[src/rtl/trng_postproc.sv]
// Ring-oscillator post-processing: sync, decimate, von Neumann debias, pack into words,
// valid/ready output buffer, plus a repetition-count health test on the raw samples.
module trng_postproc #(
  parameter int unsigned WIDTH     = 8,
  parameter int unsigned DECIM     = 4,
  parameter int unsigned REP_LIMIT = 32
) (
  input  logic             clk,
  input  logic             rst,
  input  logic             raw_in,
  input  logic             en,
  input  logic             rdy,
  output logic [WIDTH-1:0] data,
  output logic             valid,
  output logic             health_fail,
  output logic             overrun
);

  localparam int unsigned DW = (DECIM > 1) ? $clog2(DECIM) : 1;
  localparam int unsigned RW = $clog2(REP_LIMIT + 1);
  localparam int unsigned BW = $clog2(WIDTH);
  localparam logic [DW-1:0] DMAX = DW'(DECIM - 1);
  localparam logic [RW-1:0] RMAX = RW'(REP_LIMIT);
  localparam logic [BW-1:0] BMAX = BW'(WIDTH - 1);

  typedef enum logic {StFirst, StSecond} vn_state_e;

  logic             r_sync1, r_sync2;
  logic [DW-1:0]    r_dcnt, w_dcnt_d;
  logic [RW-1:0]    r_rep, w_rep_d;
  logic             r_last, w_last_d;
  logic             r_health, w_health_d;
  vn_state_e        r_state, w_state_d;
  logic             r_a, w_a_d;
  // Only the low WIDTH-1 bits are kept; the incoming bit completes the word.
  logic [WIDTH-2:0] r_sreg, w_sreg_d;
  logic [BW-1:0]    r_bcnt, w_bcnt_d;
  logic [WIDTH-1:0] r_data, w_data_d;
  logic             r_valid, w_valid_d;
  logic             r_overrun, w_overrun_d;

  logic             w_strobe;
  logic             w_emit;
  logic             w_done;
  logic             w_free;
  logic [WIDTH-1:0] w_word;

  always_comb begin
    w_strobe = en && (r_dcnt == DMAX);
    w_dcnt_d = r_dcnt;
    if (!en || w_strobe) begin
      w_dcnt_d = '0;
    end else begin
      w_dcnt_d = r_dcnt + DW'(1);
    end
  end

  // rep==0 marks "no sample seen since reset".
  always_comb begin
    w_rep_d    = r_rep;
    w_last_d   = r_last;
    w_health_d = r_health;
    if (w_strobe) begin
      w_last_d = r_sync2;
      if ((r_rep != '0) && (r_sync2 == r_last)) begin
        if (r_rep != RMAX) w_rep_d = r_rep + RW'(1);
      end else begin
        w_rep_d = RW'(1);
      end
      if (w_rep_d == RMAX) w_health_d = 1'b1;
    end
  end

  always_comb begin
    w_state_d = r_state;
    w_a_d     = r_a;
    w_emit    = 1'b0;
    if (!en) begin
      w_state_d = StFirst;
    end else if (w_strobe) begin
      unique case (r_state)
        StFirst: begin
          w_a_d     = r_sync2;
          w_state_d = StSecond;
        end
        StSecond: begin
          w_emit    = (r_sync2 != r_a);
          w_state_d = StFirst;
        end
      endcase
    end
  end

  always_comb begin
    w_word   = {r_sreg, r_a};
    w_done   = w_emit && (r_bcnt == BMAX);
    w_sreg_d = r_sreg;
    w_bcnt_d = r_bcnt;
    if (w_emit) begin
      w_sreg_d = w_word[WIDTH-2:0];
      w_bcnt_d = w_done ? '0 : r_bcnt + BW'(1);
    end
  end

  // Once health has failed, completed words are silently discarded.
  always_comb begin
    w_free      = !r_valid || rdy;
    w_data_d    = r_data;
    w_valid_d   = r_valid;
    w_overrun_d = r_overrun;
    if (r_valid && rdy) w_valid_d = 1'b0;
    if (w_done && !r_health) begin
      if (w_free) begin
        w_data_d  = w_word;
        w_valid_d = 1'b1;
      end else begin
        w_overrun_d = 1'b1;
      end
    end
  end

  always_ff @(posedge clk or posedge rst) begin
    if (rst) begin
      r_sync1   <= 1'b0;
      r_sync2   <= 1'b0;
      r_dcnt    <= '0;
      r_rep     <= '0;
      r_last    <= 1'b0;
      r_health  <= 1'b0;
      r_state   <= StFirst;
      r_a       <= 1'b0;
      r_sreg    <= '0;
      r_bcnt    <= '0;
      r_data    <= '0;
      r_valid   <= 1'b0;
      r_overrun <= 1'b0;
    end else begin
      r_sync1   <= raw_in;
      r_sync2   <= r_sync1;
      r_dcnt    <= w_dcnt_d;
      r_rep     <= w_rep_d;
      r_last    <= w_last_d;
      r_health  <= w_health_d;
      r_state   <= w_state_d;
      r_a       <= w_a_d;
      r_sreg    <= w_sreg_d;
      r_bcnt    <= w_bcnt_d;
      r_data    <= w_data_d;
      r_valid   <= w_valid_d;
      r_overrun <= w_overrun_d;
    end
  end

  assign data        = r_data;
  assign valid       = r_valid;
  assign health_fail = r_health;
  assign overrun     = r_overrun;

endmodule

[config.mk]
export PLATFORM = sky130hd
export DESIGN_NAME = trng_postproc
export DESIGN_NICKNAME = d
export VERILOG_FILES = /design/src/rtl/trng_postproc.sv
export SDC_FILE = /design/constraint.sdc
export NUM_CORES = 1
export LEC_CHECK = 0
export ABC_AREA = 0
export CAP_MARGIN = 25
export CORE_UTILIZATION = 55
export CTS_BUF_LIST = sky130_fd_sc_hd__clkbuf_16
export DETAILED_ROUTE_END_ITERATION = 16
export PLACE_DENSITY_LB_ADDON = 0.25
export SLEW_MARGIN = 20
export SYNTH_ARGS = -nofsm -noshare
export SYNTH_HDL_FRONTEND = slang
export SYNTH_SLANG_ARGS = --single-unit
[constraint.sdc]
create_clock -name clk -period 4.6 [get_ports clk]
set_input_delay 0.69 -clock clk [delete_from_list [all_inputs] [get_ports clk]]
set_output_delay 0.69 -clock clk [all_outputs]
set_load 0.005 [all_outputs]
---- Yosys cells after proc, flatten, opt, wreduce, memory -nomap -nowiden ----
Cells that the tools add are included.
word-level totals
  output and inout bits ................... 11
  word-level logic and storage cells ...... 54
  input bits .............................. 5
  bits in registers ....................... 34
cells by class
  bitwise gates (word level) .............. 2
  reductions and logical operators ........ 15
  eq/ne operators ......................... 7
  $add $sub $neg .......................... 3
  multiplexer cells ....................... 14
operator list
  cell                                                             number
  6-bit 2-to-1 mux                                                 3
  1-bit 2-to-1 mux                                                 8
  6-bit by 1-bit adder with 6-bit output, second input constant    1
  6-bit == test, second input constant                             1
  6-bit != test, second input constant                             1
  2-bit AND reduction                                              3
  6-bit nonzero test                                               1
  1-bit logical AND                                                5
  3-bit by 1-bit adder with 3-bit output, second input constant    1
  3-bit == test, second input constant                             1
  1-bit logical NOT                                                3
  3-bit 2-to-1 mux                                                 1
  3-bit AND reduction                                              1
  2-bit by 1-bit adder with 2-bit output, second input constant    1
  2-bit == test, second input constant                             1
  1-bit logical OR                                                 2
  2-bit 2-to-1 mux                                                 1
  2-bit by 1-bit != test with 1-bit output, second input constant  1
  1-bit inverter                                                   2
  1-bit case mux with 2 select lines                               1
  1-bit == test                                                    1
  1-bit != test                                                    1

---- Logic depth before layout (Yosys ltp) ----
Gate-level depths: netlist (run 1).
  word-level depth ........................ 7
  mapped depth ............................ 7
  depth with buffers taken out ............ 6

---- Least setup slack after synthesis (run 1) ----
OpenSTA, ideal clock, no wires.
  path kind ............................... in2reg
  start point ............................. input en
  end point ............................... register r_data[0] (netlist: data[0])
  library setup time ...................... 0.125 ns
  arrival time ............................ 1.601 ns
  setup slack ............................. 2.874 ns
  required time ........................... 4.475 ns
  buffers on the path ..................... 1
  stages on the path ...................... 5
  cells stage by stage .................... nand3_1 > nor2_1 > and4bb_1 > buf_4 > mux2_2
between the ends
  word-level cells in the longest chain between the ends .. 6
RTL lines
  element                                   line  source
  start: declaration                        11    input logic en,
  1-bit logical AND                         49    w_strobe = en && (r_dcnt == DMAX);
  1-bit 2-to-1 mux                          80    end else if (w_strobe) begin
  1-bit 2-to-1 mux (*)                      78    if (!en) begin
  1-bit logical AND (*)                     96    w_done = w_emit && (r_bcnt == BMAX);
  1-bit logical AND (*)                     112   if (w_done && !r_health) begin
  2-bit AND reduction (no source line) (*)  -
  end signal: assignment                    148   r_data <= w_data_d;
  end: declaration                          38    logic [WIDTH-1:0] r_data, w_data_d;
Mark *: on every way between the ends. The rest lies on a longest branch, timed or not.
A chain may end at the register's enable or synchronous reset.

---- Final worst setup path (run 1) ----
Ends and elaborated chain as after synthesis.

==> results by group, run 1 <==
Worst setup path
  • CP max stage cell: clkdlybuf4s50_1
  • Startpoint Class: input port
  • Worst-path fanout max: 12
  • CP Data Required Time: 4.75 ns
  • Buf/Inv on CP: 2
  • Worst setup path category: in2reg
  • CP endpoint kind: flop
  • R2R depth: 6
  • Worst path arrival time: ~2.6 ns
  • Critical path's top delay family: buffers and inverters
  • FF-to-FF setup slack: around 2.5 ns
  • CP peak stage delay: slightly below 0.6 ns
  • Critical Path, Cell by Cell: clkdlybuf4s50_1 > nand3_1 > nor2_1 > buf_4 > and4bb_1 > mux2_2
  • Reg2reg end: data[0]
  • Worst R2R Start: r_dcnt[0]

Run status
  • Outcome: complete, no violations

Synthesis
  • FFs w/ async S/R, synth: 100%
  • Mapped cell area: roughly 0.0016 mm^2
  • Area share of the largest cell type after synthesis: between 50% and 60%
  • Post-synth EDFFs: 0
  • Most frequent cell after synthesis: dfrtp_1
  • Yosys reg bits: 34
  • YS warnings: 0
  • Post-synthesis sequential area ratio: between 50% and 60%
  • Syn Nets: 136
  • Cells after synthesis: about 130
  • Count of different cell masters after synthesis: 39
  • Synth area leader: dfrtp_1
  • Syn Area/Cell: 12.5 um^2
  • Most frequently used flop master after synthesis: dfrtp_1
  • Synth top area cells: dfrtp_1 (54%), mux2_2 (13%), ha_1 (4.0%)
  • Commonest cells in the netlist: dfrtp_1 (34), mux2_2 (18), nor2_1 (8)

Timing
  • Worst slew margin: 72.3%
  • RSZ-0062 raised after global routing: false
  • Setup violators final: 0
  • Fmax: around 0.41 GHz
  • Final setup TNS: 0 ns
  • Min Hold Slack: around 0.36 ns
  • Fin crit share: between 50% and 60%
  • Clk_skew: 0.00381 ns
  • Final Max Slew Viols: 0
  • Tmin final: between 2 and 2.5 ns
  • Worst-Margin Slew: between 0.4 and 0.5 ns
  • Hold Vio Cnt, Final: 0

Final layout
  • P&R area growth vs syn: 19.8%
  • N_diodes: 0
  • Nets: about 150
  • Final Non-Filler Cells: around 180
  • Layout cells sized above 1: around 24%

Clock network
  • Max Buffers Root-to-Sink: 2
  • CTS tree: built
  • Post-CTS Setup Bufs: 0
  • Clk pin slew, worst setup/hold paths: 0.05 ns
  • Clk Latency, worst-skew pair: roughly 0.27 ns
  • CTS Hold Bufs: 0
  • Clk sinks: 34
  • CTS resizes: 0
  • CTS root buf: clkbuf_16
  • TritonCTS Buffers: 5
  • Htree depth: 2

Global routing
  • Vias in the first global route: approximately 950
  • Initial antenna violation count: 0
  • Gr usage total: between 10% and 20%
  • Gr ovfl total: 0
  • Largest net degree at the start of global routing: 35
  • First-pass GRT wire length: 4.46 mm

Floorplanning
  • Die Footprint: around 0.003 mm^2
  • Die W: around 55 um
  • Core ar.: 0.00273 mm^2
  • I/O Pins: 16
  • Initial Util: about 57%
  • Rows: 19
  • Die Ht: 55.4 um

Route
  • Via count: approximately 1000
  • Drt wl/cell: about 15 um
  • First-pass detailed-route iteration total: 4
  • DRT antenna net count: 0
  • DRC: 0
  • Detailed Route WL: 2.59 mm
  • Vias/cell: between 5 and 6
  • DRT iter0 DRCs: 21

Pwr
  • IR drop worst, VDD: ~370 uV
  • Cell Pwr Density: about 410 mW/mm^2
  • Leakage: approximately 0.0009 uW

Worst hold path
  • Worst hold path type: reg2reg
  • Worst hold start: r_sync1
  • Worst hold stages: 0
  • Hold path endpoint: r_sync2

Place
  • Placed Cells: between 150 and 200
  • Gpl congestion: between 0.8 and 0.9
  • Detailed Place HPWL: between 1.5 and 2 mm
  • Port Buffer Count: 15

Flow run
  • Max-cap violations: 0
==> power by group <==
group	switching (uW)	total, uW	internal (uW)
registers	24.2	345	321
clock network	114	311	197
logic	58.3	111	52.8
==> flip-flops by register name (all words and copies together), names as in the netlist <==
signal	flops
health_fail	1
r_sync1	1
r_state	1
valid	1
r_rep	6
data	8
r_last	1
r_dcnt	2
r_a	1
r_sreg	7
overrun	1
r_sync2	1
r_bcnt	3
==> routing by layer <==
metal	up-vias	share of wire (%)	track usage [%]
li1	485	-	-
met1	502	47	26.1
met2	20	48	28.4
met3	4	3.8	6.09
met4	0	1.3	7.50
met5	-	0	0
==> kinds of logic after synthesis <==
logic type / Yosys count / synth area share, %
AO/OA/AOI/OAI: 19 / 9.09
adder cells (fa/ha/maj): 5 / 3.99
XOR/XNOR: 6 / 3.35
multiplexers: 18 / 12.9
AND/OR/NAND/NOR: 31 / 12.5
buffers and inverters: 13 / 3.91
flip-flops: 34 / 54.2
==> placed cells by master, fill, tap and decap left out, drive strengths merged, types with 2 or more instances in the layout <==
cell and n:
ha 5, a41oi 2, or3 2, a31o 3
nand3 3, clkdlybuf4s50 15, nand4 2, nor2 8
clkinv 2, nand2 6, xnor2 3, buf 2
xor2 3, a21oi 2, inv 7, o21ai 4
dfrtp 34, mux2 18, clkbuf 5
==> how the worst max path moves through the flow <==
| stage | start | endpoint | slack, ns | depth (start not counted) |
|---|---|---|---|---|
| after floorplan | en | data[0] | 2.87 | 5 |
| after global placement | en | data[0] | 1.95 | 6 |
| after detailed placement | en | data[0] | 1.87 | 6 |
| after CTS | en | data[0] | 2.15 | 6 |
| after global routing | en | data[0] | 1.98 | 6 |
| final | en | data[0] | 2.14 | 6 |
==> per-stage QoR <==
stage | instance area (um^2) | setup WS (ns) | utilization, % | power [uW]
detailed placement | 1740 | 1.87 | 63.6 | 461
global placement | 1740 | 1.95 | 63.6 | 453
global route | 1880 | 1.98 | 68.7 | 803
CTS | 1880 | 2.15 | 68.7 | 774
floorplan | 1570 | 2.87 | - | 433
finish | 1880 | 2.14 | 68.7 | 767
==> layout make-up <==
cell class | count | area [um^2]
Clock buffer | 5 | 125
Inverter | 7 | 26.3
Fill cell | 192 | 855
Sequential cell | 34 | 851
Tap cell | 31 | 38.8
Clock inverter | 3 | 16.3
Timing Repair Buffer | 17 | 165
Multi-Input combinational cell | 79 | 657
Power figures use the tool's default switching activity.
==> run 2, diff against run 1 <==
==> constraint.sdc (replaced) <==
create_clock -name clk -period 2.42 [get_ports clk]
set_input_delay 0.363 -clock clk [delete_from_list [all_inputs] [get_ports clk]]
set_output_delay 0.363 -clock clk [all_outputs]
set_load 0.005 [all_outputs]
==> run 2 against run 1 <==
  * Cell count rose by 0.57%
  * Non-clock buffer count increased by 1
  * Worst hold slack better by 0.0024 ns
  * Die area unchanged
  * Via count is 1.8% higher
  * Sequential power is 89% higher
  * Clock skew shrank 0.00075 ns
  * Count of clock-buffer cells in the layout is the same
  * Design area grew 2.9%
  * Register-to-register slack got worse by 2.0 ns
  * Core utilization rose by 2.0 points
  * Global-route usage increased by 1.5 points
==> results by group, run 2 (synthesis results as in run 1) <==
Run status
  • Outcome: complete, no violations

Timing
  • Clk_skew: approximately 0.0031 ns
  • Hold Vio Cnt, Final: 0
  • Setup violators final: 0
  • Worst-Margin Slew: ~0.44 ns
  • Final Max Slew Viols: 0
  • Fin crit share: between 80% and 90%
  • Fmax: approximately 0.5 GHz
  • RSZ-0062 raised after global routing: false
  • Tmin final: roughly 2 ns
  • Worst slew margin: between 70 and 80%
  • Final setup TNS: 0 ns
  • Min Hold Slack: between 0.3 and 0.4 ns

Clock network
  • Clk pin slew, worst setup/hold paths: roughly 0.050 ns
  • CTS Hold Bufs: 0
  • Clk sinks: 34
  • CTS root buf: clkbuf_16
  • TritonCTS Buffers: 5
  • CTS resizes: 0
  • Max Buffers Root-to-Sink: 2
  • CTS tree: built
  • Post-CTS Setup Bufs: 0
  • Htree depth: 2
  • Clk Latency, worst-skew pair: roughly 0.27 ns

Route
  • DRC: 0
  • Drt wl/cell: 15.4 um
  • DRT iter0 DRCs: 15
  • Via count: around 1000
  • Detailed Route WL: 2.72 mm
  • First-pass detailed-route iteration total: 4
  • Vias/cell: around 5.8
  • DRT antenna net count: 0

Place
  • Placed Cells: 169
  • Port Buffer Count: 15
  • Detailed Place HPWL: between 1.5 and 2 mm
  • Gpl congestion: between 0.7 and 0.8

Final layout
  • Final Non-Filler Cells: 177
  • Most frequent cells in the layout: dfrtp_1 (34), mux2_2 (18), clkdlybuf4s50_1 (15)
  • N_diodes: 0
  • Max reg flops: 8
  • P&R area growth vs syn: 23.3%
  • Most common cell after layout, fill and taps aside: dfrtp_1
  • Nets: roughly 160
  • Layout cells sized above 1: 24.7%
  • Post-layout util: between 70% and 80%

Pwr
  • Leakage: a little over 0.0009 uW
  • IR drop worst, VDD: between 700 and 800 uV
  • Cell Pwr Density: around 860 mW/mm^2
  • Power Total: 1670 uW

Worst hold path
  • Hold path endpoint: r_sync2
  • Worst hold stages: 0
  • Worst hold path type: reg2reg
  • Worst hold start: r_sync1

Floorplanning
  • Initial Util: between 50% and 60%
  • Die Footprint: 0.00307 mm^2
  • Core ar.: roughly 0.0027 mm^2
  • Die Ht: approximately 55 um
  • Rows: 19
  • I/O Pins: 16
  • Die W: 55.4 um

Global routing
  • Vias in the first global route: between 1000 and 1500
  • Initial antenna violation count: 0
  • Largest net degree at the start of global routing: 35
  • First-pass GRT wire length: between 4 and 5 mm
  • Gr usage total: about a fifth
  • Gr ovfl total: 0

Worst setup path
  • R2R depth: 5
  • CP Data Required Time: approximately 2.6 ns
  • CP max stage cell: and4bb_1
  • Reg2reg end: data[5]
  • Worst R2R Start: r_dcnt[0]
  • Critical Path, Cell by Cell: ha_1 > nand3_1 > nor2_1 > and4bb_1 > mux2_2
  • FF-to-FF setup slack: ~0.43 ns
  • Critical path's top delay family: simple AND/OR/NAND/NOR gates
  • Worst-path fanout max: 8
  • Worst setup path category: reg2reg
  • Worst path arrival time: around 2.1 ns
  • Startpoint Class: flop
  • CP endpoint kind: flop
  • Buf/Inv on CP: 0
  • CP peak stage delay: ~0.48 ns

Flow run
  • Max-cap violations: 0
==> run 2: cell count changes in the layout (fill, tap and decap cells not counted) <==
cell / change
bufinv_16: +2
clkinv_2: -1
clkinvlp_4: -1
buf_4: +1
==> run 2: worst max path at each step <==
stage | startpoint | to | slack [ns] | cells after the start
final | r_dcnt[0] | data[5] | 0.43 | 5
after global routing | r_dcnt[0] | data[5] | 0.34 | 5
after CTS | r_dcnt[0] | data[5] | 0.43 | 5
after detailed placement | en | data[5] | 0.31 | 5
after global placement | en | data[1] | 0.38 | 5
after floorplan | r_dcnt[0] | data[0] | 0.78 | 7
==> run 2: area by class of cell <==
class / count / area [um^2]
clock buffers: 5 / 125
well taps: 31 / 38.8
inverters: 7 / 26.3
multi-input cells: 79 / 657
clock inverters: 3 / 63.8
repair buffers: 18 / 173
fillers: 182 / 800
flip-flops and latches: 34 / 851
==> run 2: per-layer routing <==
metal	track usage (%)	vias up	share of wire, %
li1	-	488	-
met1	22.8	508	43
met2	34.8	23	50
met3	7.26	10	4.2
met4	10.4	0	2.9
met5	0	-	0
==> run 2: metrics by stage <==
stage	worst slack (ns)	instance area, um^2
2_1_floorplan	0.781	1570
3_3_place_gp	0.379	1750
3_5_place_dp	0.305	1750
4_1_cts	0.431	1930
5_1_grt	0.342	1930
6_report	0.426	1930
==> run 2: power breakdown <==
| part | internal (uW) | switching (uW) | total [uW] |
|---|---|---|---|
| clock network | 585 | 208 | 793 |
| registers | 610 | 43.3 | 653 |
| logic | 102 | 118 | 220 |
==> run 3, diff against run 2 <==
--- a/config.mk
+++ b/config.mk
@@ -7,7 +7,7 @@
 export LEC_CHECK = 0
 export ABC_AREA = 0
 export CAP_MARGIN = 25
-export CORE_UTILIZATION = 55
+export CORE_UTILIZATION = 50
 export CTS_BUF_LIST = sky130_fd_sc_hd__clkbuf_16
 export DETAILED_ROUTE_END_ITERATION = 16
 export PLACE_DENSITY_LB_ADDON = 0.25
==> constraint.sdc (replaced) <==
create_clock -name clk -period 1.6 [get_ports clk]
set_input_delay 0.24 -clock clk [delete_from_list [all_inputs] [get_ports clk]]
set_output_delay 0.24 -clock clk [all_outputs]
set_load 0.005 [all_outputs]
==> run 3 against run 2 <==
  * The flow now finishes with violations (setup timing)
  * Power rose by 40%
  * Largest cell class unchanged
  * Fmax rose by 25%
  * Worst hold slack got worse by 0.0084 ns
  * Critical path type unchanged
  * Via count rose by 6.6%
  * First-iteration DRC count rose by 40%
  * Global-route usage fell by 0.48 points
  * Clock power rose by 11%
  * Sequential cell count did not move
==> results by group, run 3 (synthesis results as in run 1) <==
Run status
  • Outcome: finished with violations
  • Failing checks: setup timing

Place
  • Port Buffer Count: 15
  • Gpl congestion: about 0.83
  • Detailed Place HPWL: about 2.0 mm
  • Pre-CTS setup slack: -0.220 ns

Pwr
  • Sw Pwr: 601 uW
  • Logic gate share of total power: roughly a fifth
  • Sw frac: 25.8%
  • Leakage: approximately 0.001 uW
  • Part of the power in registers: 42.1%
  • IR drop worst, VDD: roughly 860 uV
  • Internal: 1730 uW
  • Clock share of power: between 30% and 40%
  • Cell Pwr Density: 1130 mW/mm^2
  • Power Total: between 2000 and 2500 uW

Final layout
  • Most frequent cells in the layout: dfrtp_1 (33), mux2_2 (18), buf_4 (17)
  • Nets: 171
  • Max reg flops: 8
  • N_diodes: 0
  • Most common cell after layout, fill and taps aside: dfrtp_1
  • P&R area growth vs syn: 32.1%
  • Layout cells sized above 1: 39.1%
  • Post-layout util: 72.6%

Worst setup path
  • FF-to-FF setup slack: -0.001 ns
  • Worst path arrival time: 1.78 ns
  • Reg2reg end: r_rep[3]
  • Buf/Inv on CP: 1
  • Startpoint Class: flop
  • Worst-path fanout max: 4
  • CP endpoint kind: flop
  • CP peak stage delay: 0.40 ns
  • R2R depth: 6
  • CP Data Required Time: 1.78 ns
  • CP max stage cell: or3_4
  • Worst setup path category: reg2reg
  • Critical Path, Cell by Cell: ha_4 > buf_6 > nand2_4 > or3_4 > or3_1 > o211ai_1
  • Critical path's top delay family: simple AND/OR/NAND/NOR gates
  • Worst R2R Start: r_dcnt[0]

Route
  • DRC: 0
  • DRT iter0 DRCs: 21
  • DRT antenna net count: 0
  • First-pass detailed-route iteration total: 4
  • Vias/cell: 5.71
  • Detailed Route WL: 2.90 mm
  • Via count: 1097
  • Drt wl/cell: about 15 um

Timing
  • Setup violators final: 1
  • Clk_skew: ~0.0035 ns
  • Fin crit share: 100%
  • Final Max Slew Viols: 0
  • Setup ws final: -0.00106 ns
  • Worst slew margin: just over 70%
  • Tmin final: roughly 1.6 ns
  • RSZ-0062 raised after global routing: true
  • Hold Vio Cnt, Final: 0
  • Worst-Margin Slew: approximately 0.41 ns
  • Fmax: 0.625 GHz

Clock network
  • Max Buffers Root-to-Sink: 2
  • CTS tree: built
  • Clk sinks: 34
  • CTS Hold Bufs: 0
  • CTS root buf: clkbuf_16
  • Htree depth: 2
  • Clk pin slew, worst setup/hold paths: 0.05 ns
  • TritonCTS Buffers: 5
  • Clk Latency, worst-skew pair: around 0.27 ns

Floorplanning
  • Die Footprint: 0.00337 mm^2
  • Core ar.: roughly 0.0029 mm^2
  • I/O Pins: 16
  • Rows: 19
  • Initial Util: between 50% and 60%
  • Die Ht: 58.0 um
  • Die W: between 50 and 60 um

Global routing
  • First-pass GRT wire length: roughly 4.9 mm
  • Largest net degree at the start of global routing: 35
  • Vias in the first global route: roughly 1100
  • Gr ovfl total: 0
  • Initial antenna violation count: 0
  • Gr usage total: 20.1%

Worst hold path
  • Worst hold path type: in2async

Flow run
  • Max-cap violations: 0
-- run 3: cell count changes in the layout (fill, tap and decap cells not counted), sizes merged --
cell	delta
bufinv	-2
buf	+16
clkinv	+1
-- run 3: what timing repair did --
item / in CTS / in global routing
setup endpoints to repair: 11 / 12
pin swaps: 1 / 1
setup buffers: 0 / 2
resized for setup: 8 / 7
-- run 3: metal layers --
layer / part of all wire (%) / track usage (%)
met1: 45 / 26.7
met2: 50 / 31.4
met3: 2.9 / 4.02
met4: 2.0 / 10.2
met5: 0 / 0
-- run 3: worst max path at each step --
stage,from,end,slack [ns],depth (start not counted)
after global placement,en,data[6],-0.18,6
after CTS,r_sync2,r_rep[3],0.0001,4
final,r_dcnt[0],r_rep[3],-0.001,6
after detailed placement,en,data[6],-0.22,6
after global routing,r_dcnt[0],data[6],-0.06,6
after floorplan,r_rep[0],r_rep[3],-0.003,6
-- run 3: power groups by stage --
| stage | registers, uW | logic [uW] | clock network, uW |
|---|---|---|---|
| after floorplan | 985 | 262 | 0 |
| after global placement | 983 | 396 | 0 |
| after detailed placement | 986 | 411 | 0 |
| after CTS | 978 | 437 | 900 |
| after global routing | 992 | 525 | 935 |
| final | 983 | 473 | 878 |
-- run 3: cell type report --
| type | count | area (um^2) |
|---|---|---|
| timing repair buffer | 34 | 300 |
| clock inverter | 2 | 10.0 |
| clock buffer | 5 | 125 |
| multi-input combinational | 79 | 719 |
| fill | 194 | 781 |
| sequential | 34 | 852 |
| tap | 31 | 38.8 |
| inverter | 7 | 26.3 |
-- run 3: through the flow --
step	instance area, um^2	TNS [ns]	cells	hold WS, ns
detailed placement	1850	-2.71	183	0.351
CTS	2020	0	190	0.358
floorplan	1580	-0.00337	126	0.271
global route	2070	-0.418	192	0.381
global placement	1850	-2.29	183	0.336
finish	2070	-0.00106	192	0.351
-- run 3: tightest hold or removal path, stage by stage --
cell and delay, ns:
clkdlybuf4s50_1 0.39, inv_1 0.05, buf_4 0.36
